### src/rtl/seg7_pkg.sv
// seg7_pkg: segment patterns, converter FSM states and the digit decoder for the score display.
// Segment order is {top,top_right,bot_right,bot,bot_left,top_left,middle}, 1 = lit.
package seg7_pkg;
    typedef enum logic [1:0] {IDLE, CONVERT, COMMIT} state_t;
    localparam logic [6:0] SEG_BLANK = 7'b0000000;
    localparam logic [6:0] SEG_DASH  = 7'b0000001;
    localparam logic [6:0] SEG_0 = 7'b1111110;
    localparam logic [6:0] SEG_1 = 7'b0110000;
    localparam logic [6:0] SEG_2 = 7'b1101101;
    localparam logic [6:0] SEG_3 = 7'b1111001;
    localparam logic [6:0] SEG_4 = 7'b0110011;
    localparam logic [6:0] SEG_5 = 7'b1011011;
    localparam logic [6:0] SEG_6 = 7'b1011111;
    localparam logic [6:0] SEG_7 = 7'b1110000;
    localparam logic [6:0] SEG_8 = 7'b1111111;
    localparam logic [6:0] SEG_9 = 7'b1111011;

    function automatic logic [6:0] seg_decode(input logic [3:0] d);
        case (d)
            4'd0: return SEG_0;
            4'd1: return SEG_1;
            4'd2: return SEG_2;
            4'd3: return SEG_3;
            4'd4: return SEG_4;
            4'd5: return SEG_5;
            4'd6: return SEG_6;
            4'd7: return SEG_7;
            4'd8: return SEG_8;
            4'd9: return SEG_9;
            default: return SEG_BLANK;
        endcase
    endfunction
endpackage

### src/rtl/bin2bcd_seq.sv
// bin2bcd_seq: sequential double-dabble converter, one input bit per cycle, MSB first.
// done_o is high for the single COMMIT cycle, when bcd_o holds the finished result.
module bin2bcd_seq
    import seg7_pkg::*;
#(
    parameter int W = 10,
    parameter int D = 3
) (
    input  logic           clock,
    input  logic           resetn,
    input  logic           load_i,
    input  logic [W-1:0]   value_i,
    output logic           busy_o,
    output logic           done_o,
    output logic [4*D-1:0] bcd_o
);
    localparam int CW = $clog2(W) + 1;

    state_t         state_q, state_d;
    logic [W-1:0]   sh_q, sh_d;
    logic [4*D-1:0] bcd_q, bcd_d, adj;
    logic [CW-1:0]  cnt_q, cnt_d;
    logic           last;

    assign last  = cnt_q == CW'(W - 1);
    assign bcd_o = bcd_q;

    always_ff @(posedge clock) begin
        if (!resetn) state_q <= IDLE;
        else         state_q <= state_d;
    end

    always_comb begin
        state_d = state_q;
        case (state_q)
            IDLE:    state_d = load_i ? CONVERT : IDLE;
            CONVERT: state_d = last ? COMMIT : CONVERT;
            default: state_d = IDLE;
        endcase
    end

    always_comb begin
        busy_o = state_q != IDLE;
        done_o = state_q == COMMIT;
    end

    // Nibbles of 5 or more get +3 before the shift so they carry correctly into the next decade.
    always_comb begin
        adj = bcd_q;
        for (int k = 0; k < D; k++)
            adj[4*k +: 4] = bcd_q[4*k +: 4] >= 4'd5 ? bcd_q[4*k +: 4] + 4'd3 : bcd_q[4*k +: 4];
        sh_d  = sh_q;
        bcd_d = bcd_q;
        cnt_d = cnt_q;
        if (state_q == IDLE && load_i) begin
            sh_d  = value_i;
            bcd_d = '0;
            cnt_d = '0;
        end else if (state_q == CONVERT) begin
            sh_d  = sh_q << 1;
            bcd_d = {adj[4*D-2:0], sh_q[W-1]};
            cnt_d = cnt_q + CW'(1);
        end
    end

    always_ff @(posedge clock) begin
        if (!resetn) begin
            sh_q  <= '0;
            bcd_q <= '0;
            cnt_q <= '0;
        end else begin
            sh_q  <= sh_d;
            bcd_q <= bcd_d;
            cnt_q <= cnt_d;
        end
    end
endmodule

### src/rtl/seg7_mux_display.sv
// seg7_mux_display: N-digit multiplexed 7-segment score display with BCD conversion,
// leading-zero blanking and an overflow dash pattern.
module seg7_mux_display
    import seg7_pkg::*;
#(
    parameter int NUM_DIGITS         = 3,
    parameter int VALUE_WIDTH        = 10,
    parameter int REFRESH_DIV        = 1024,
    parameter int CATHODE_ACTIVE_LOW = 1,
    parameter int BLANK_LEADING      = 1
) (
    input  logic                   clock,
    input  logic                   resetn,
    input  logic                   load,
    input  logic [VALUE_WIDTH-1:0] value,
    output logic                   busy,
    output logic                   overflow,
    output logic [NUM_DIGITS-1:0]  cathodes,
    output logic [6:0]             segments
);
    localparam int CW = $clog2(REFRESH_DIV) + 1;
    localparam int IW = NUM_DIGITS > 1 ? $clog2(NUM_DIGITS) : 1;
    localparam logic [31:0] LIMIT = 32'(10 ** NUM_DIGITS);
    localparam logic [NUM_DIGITS-1:0] CATH_OFF = {NUM_DIGITS{CATHODE_ACTIVE_LOW != 0}};

    logic                    conv_done, tc, blank;
    logic [4*NUM_DIGITS-1:0] conv_bcd, dig_q, dig_d;
    logic                    ovf_pend_q, ovf_pend_d, ovf_q, ovf_d;
    logic [CW-1:0]           cnt_q, cnt_d;
    logic [IW-1:0]           idx_q, idx_d;
    logic [NUM_DIGITS-1:0]   cath_q, cath_d;
    logic [6:0]              seg_q, seg_d;
    logic [3:0]              digit;

    bin2bcd_seq #(.W(VALUE_WIDTH), .D(NUM_DIGITS)) u_conv (
        .clock   (clock),
        .resetn  (resetn),
        .load_i  (load),
        .value_i (value),
        .busy_o  (busy),
        .done_o  (conv_done),
        .bcd_o   (conv_bcd)
    );

    // Output stage decodes the next committed value so a commit shows the cycle after COMMIT.
    always_comb begin
        tc         = cnt_q == CW'(REFRESH_DIV - 1);
        cnt_d      = tc ? '0 : cnt_q + CW'(1);
        idx_d      = !tc ? idx_q : idx_q == IW'(NUM_DIGITS - 1) ? '0 : idx_q + IW'(1);
        ovf_pend_d = load && !busy ? 32'(value) >= LIMIT : ovf_pend_q;
        ovf_d      = conv_done ? ovf_pend_q : ovf_q;
        dig_d      = conv_done ? conv_bcd : dig_q;
        digit      = dig_d[{idx_q, 2'b00} +: 4];
        blank      = BLANK_LEADING != 0 && idx_q != '0 && (dig_d >> {idx_q, 2'b00}) == '0;
        seg_d      = ovf_d ? SEG_DASH : blank ? SEG_BLANK : seg_decode(digit);
        cath_d     = CATH_OFF ^ (NUM_DIGITS'(1) << idx_q);
    end

    always_ff @(posedge clock) begin
        if (!resetn) begin
            ovf_pend_q <= 1'b0;
            ovf_q      <= 1'b0;
            dig_q      <= '0;
            cnt_q      <= '0;
            idx_q      <= '0;
            cath_q     <= CATH_OFF;
            seg_q      <= SEG_BLANK;
        end else begin
            ovf_pend_q <= ovf_pend_d;
            ovf_q      <= ovf_d;
            dig_q      <= dig_d;
            cnt_q      <= cnt_d;
            idx_q      <= idx_d;
            cath_q     <= cath_d;
            seg_q      <= seg_d;
        end
    end

    assign overflow = ovf_q;
    assign cathodes = cath_q;
    assign segments = seg_q;
endmodule

### config.mk
export PLATFORM = sky130hd
export DESIGN_NAME = seg7_mux_display
export DESIGN_NICKNAME = d
export VERILOG_FILES = /design/src/rtl/seg7_pkg.sv /design/src/rtl/bin2bcd_seq.sv /design/src/rtl/seg7_mux_display.sv
export SDC_FILE = /design/constraint.sdc
export NUM_CORES = 1
export LEC_CHECK = 0
export BUFFER_PORTS_ARGS = -buffer_cell sky130_fd_sc_hd__buf_2
export CAP_MARGIN = 20
export CORE_UTILIZATION = 59
export CTS_CLUSTER_SIZE = 16
export DETAILED_ROUTE_END_ITERATION = 12
export PLACE_DENSITY_LB_ADDON = 0.15
export SLEW_MARGIN = 20
export SYNTH_ARGS = -nofsm -noshare
export SYNTH_HDL_FRONTEND = slang
export SYNTH_SLANG_ARGS = --single-unit
### constraint.sdc
create_clock -name clock -period 2.62 [get_ports clock]
set_input_delay 0.393 -clock clock [delete_from_list [all_inputs] [get_ports clock]]
set_output_delay 0.393 -clock clock [all_outputs]
set_load 0.1 [all_outputs]
==> impl_metrics.ini <==
[floorplan]
top_level_ports = 25
start_util = 0.6244
die_w_um = 73.40
die_area_um2 = 5388
core-area_um2 = 4817
num_rows = 25
die_h_um = 73.40

[sta]
setup_violations = 0
finalWorstSetupSlack_ps = 287.1
period_share = 0.8904
worstMarginPinSlew_ps = 622.6
rsz0062_at_grt = false
tns_ps = 0
period_needed_ps = 2333
holdWs_ps = 305.3
slew_headroom = 0.5841
max_freq_mhz = 428.6
final.setup_skew_ps = 6.683
slew_violations = 0
hold_violations = 0

[setup_path]
r2r_slack_ps = 290
cp_top_family = compound AO/OA/AOI/OAI gates
rr_endpoint = segments[4]
rr_startpoint = u_conv.state_q[0]
critPathMaxStageDelay_ps = 320
cp_slowest_cell = dfxtp_1
crit_type = register to register
r2r_cells = 11
crit_fanout = 19
critPathBufInv = 2
end_kind = register
cp-start-kind = register
crit_chain = nand2b_1, buf_12, nor2_1, a21oi_1, mux2_2, o22ai_1, inv_1, ha_1, nand4_1, o2111ai_2, a31oi_1
crit_arrival_ps = 2600
cp.required_ps = 2880

[finish]
nFillCells = 389
fin_cells = 428
most-common-layout-cells = dfxtp_1, nand2_1, nor2_1
antennaDiodeCount = 0
multi_input_area_um2 = 1584
nets = 383
final_common_cell = dfxtp_1
drive_gt1_frac = 0.1440
final-seq-area_um2 = 1321
syn2layout_area_growth_pct = 12.85

[worst_hold_path]
hold_end = u_conv.sh_q[0]
worstHoldPathCells = 3
min_path_type = input pin to register
hold_start = value[0]

[power_and_ir_drop]
power.total_mw = 2.059
power.density_nw_per_um2 = 606.5
ir_drop_uv = 500.6
leakagePower_nw = 1.406

[routing]
wl_um = 5584
vias = 2306
drt_iter0_drc = 126
antenna_left = 0
dr.pass1.iters = 4
viasPerCell = 5.388
wl_per_cell_um = 13.05
remaining_drc_errors = 0

[placed_design]
hpwl_um = 4014
dp_cells = 412
place.gp.congestion = 0.7952
pre_cts_ws_ps = 270.1
portBuffers = 24

[synth]
synth.area.top_cells = dfxtp_1, ha_1, nand2_1
synth_top_cell_by_area = dfxtp_1
yosysUniqueCellTypes = 37
syn_area_per_cell_um2 = 9.115
syn-instance-count = 330
syn_nets = 357
syn_area_um2 = 3008
yosysWarningCount = 0
seq_area_frac_synth = 0.4393
yosys_register_bits = 66
yosys.area.top_type_share = 0.4393

[global_routing]
grt-ovfl-total = 0
grt_pass1_vias = 2050
grt_usage = 0.2322
grt_max_degree = 28
grt_antenna_before_repair = 0
grt_pass1_wl_um = 9349

[clock_tree]
post_cts_buffers = 0
cts.path.max_buffers = 2
htree_levels = 3
insertion_delay_ps = 340
cts_root_buf = clkbuf_8
cts.clk_slew.worst_paths_ps = 70
cts_resized = 0
postCtsHoldBufs = 0
cts_buffers = 9
cts_tree = built
cts_sinks = 66

[run]
cap_violations = 0

[status]
status = completed
-- registers in the layout (all words and copies together), names as in the netlist --
name / cells
u_conv.state_q: 2
cnt_q: 11
u_conv.bcd_o: 12
ovf_pend_q: 1
overflow: 1
cathodes: 3
segments: 7
u_conv.cnt_q: 5
idx_q: 2
u_conv.sh_q: 10
dig_q: 12
-- metrics by stage --
stage,util,cell area [µm²]
global placement,0.6636,3197
floorplan,-,3008
finish,0.7047,3395
detailed placement,0.6636,3197
CTS,0.7047,3395
global route,0.7047,3395
-- worst max-delay path by stage --
stage                            startpoint     endpoint  cells past startpoint
after floorplan           u_conv.state_q[0]  segments[4]                     12
after CTS                 u_conv.state_q[0]  segments[4]                     11
after global routing      u_conv.state_q[0]  segments[4]                     11
after detailed placement  u_conv.state_q[0]  segments[4]                     11
final                     u_conv.state_q[0]  segments[4]                     11
after global placement    u_conv.state_q[0]  segments[4]                     11
-- synth_stat cells --
cell / n
buf_2: 1
dfxtp_1: 66
mux2i_1: 11
nand4_1: 4
nand2_1: 35
mux4_2: 2
nand3_1: 13
buf_6: 1
mux2_2: 5
a22oi_1: 10
nor3_1: 5
clkbuf_1: 11
inv_1: 12
o2111ai_2: 1
xnor2_1: 7
nor4b_4: 1
nor2_1: 34
nand3b_1: 1
a31oi_1: 3
or2b_1: 1
and2_1: 4
o21ai_0: 10
xor2_1: 10
nor2b_1: 16
a41o_1: 1
ha_1: 14
a21oi_1: 20
o21a_1: 1
nand4b_1: 1
nor4bb_1: 1
o22ai_1: 1
a2bb2oi_2: 1
a21boi_0: 12
a22oi_4: 1
a211oi_1: 1
nand2b_1: 8
and3_1: 4
-- power by group --
group          leakage, nW  total [mW]  internal (mW)  switching [mW]
registers            0.537        1.04           1.03          0.0143
logic                0.768       0.161         0.0447           0.116
clock network        0.101       0.856          0.492           0.364
-- routing by layer --
metal	track usage	wire (µm)	share of wire	vias up
li1	-	-	-	1183
met1	0.2984	2662	0.48	1074
met2	0.3601	2637	0.47	40
met3	0.08779	215	0.039	9
met4	0.07692	68	0.012	0
met5	0	0	0	-
-- layout make-up --
| type | count | area share |
|---|---|---|
| multi-input combinational | 239 | 0.4666 |
| clock inverter | 2 | 0.01032 |
| inverter | 12 | 0.01327 |
| timing repair buffer | 28 | 0.04792 |
| clock buffer | 14 | 0.04792 |
| sequential | 66 | 0.3892 |
| tap | 67 | 0.02470 |
-- worst min-delay path, stage by stage --
cell      delay [ps]
buf_2             90
nand2_1           40
a21boi_0          70
-- cells by family (layout without fill, tap and decap cells) --
family                     count (synthesis)  count (layout)  synth area share
DFF                                       66              66            0.4393
and+or+nand+nor                          128             128            0.2101
buffers and inverters                     25              56           0.03411
muxes                                     18              18           0.07030
adders and majority gates                 14              14           0.05824
xor gates and xnor gates                  17              17           0.04950
AOI/OAI and AO/OA                         62              62            0.1385
No activity file was read; power rests on OpenSTA's default activity.
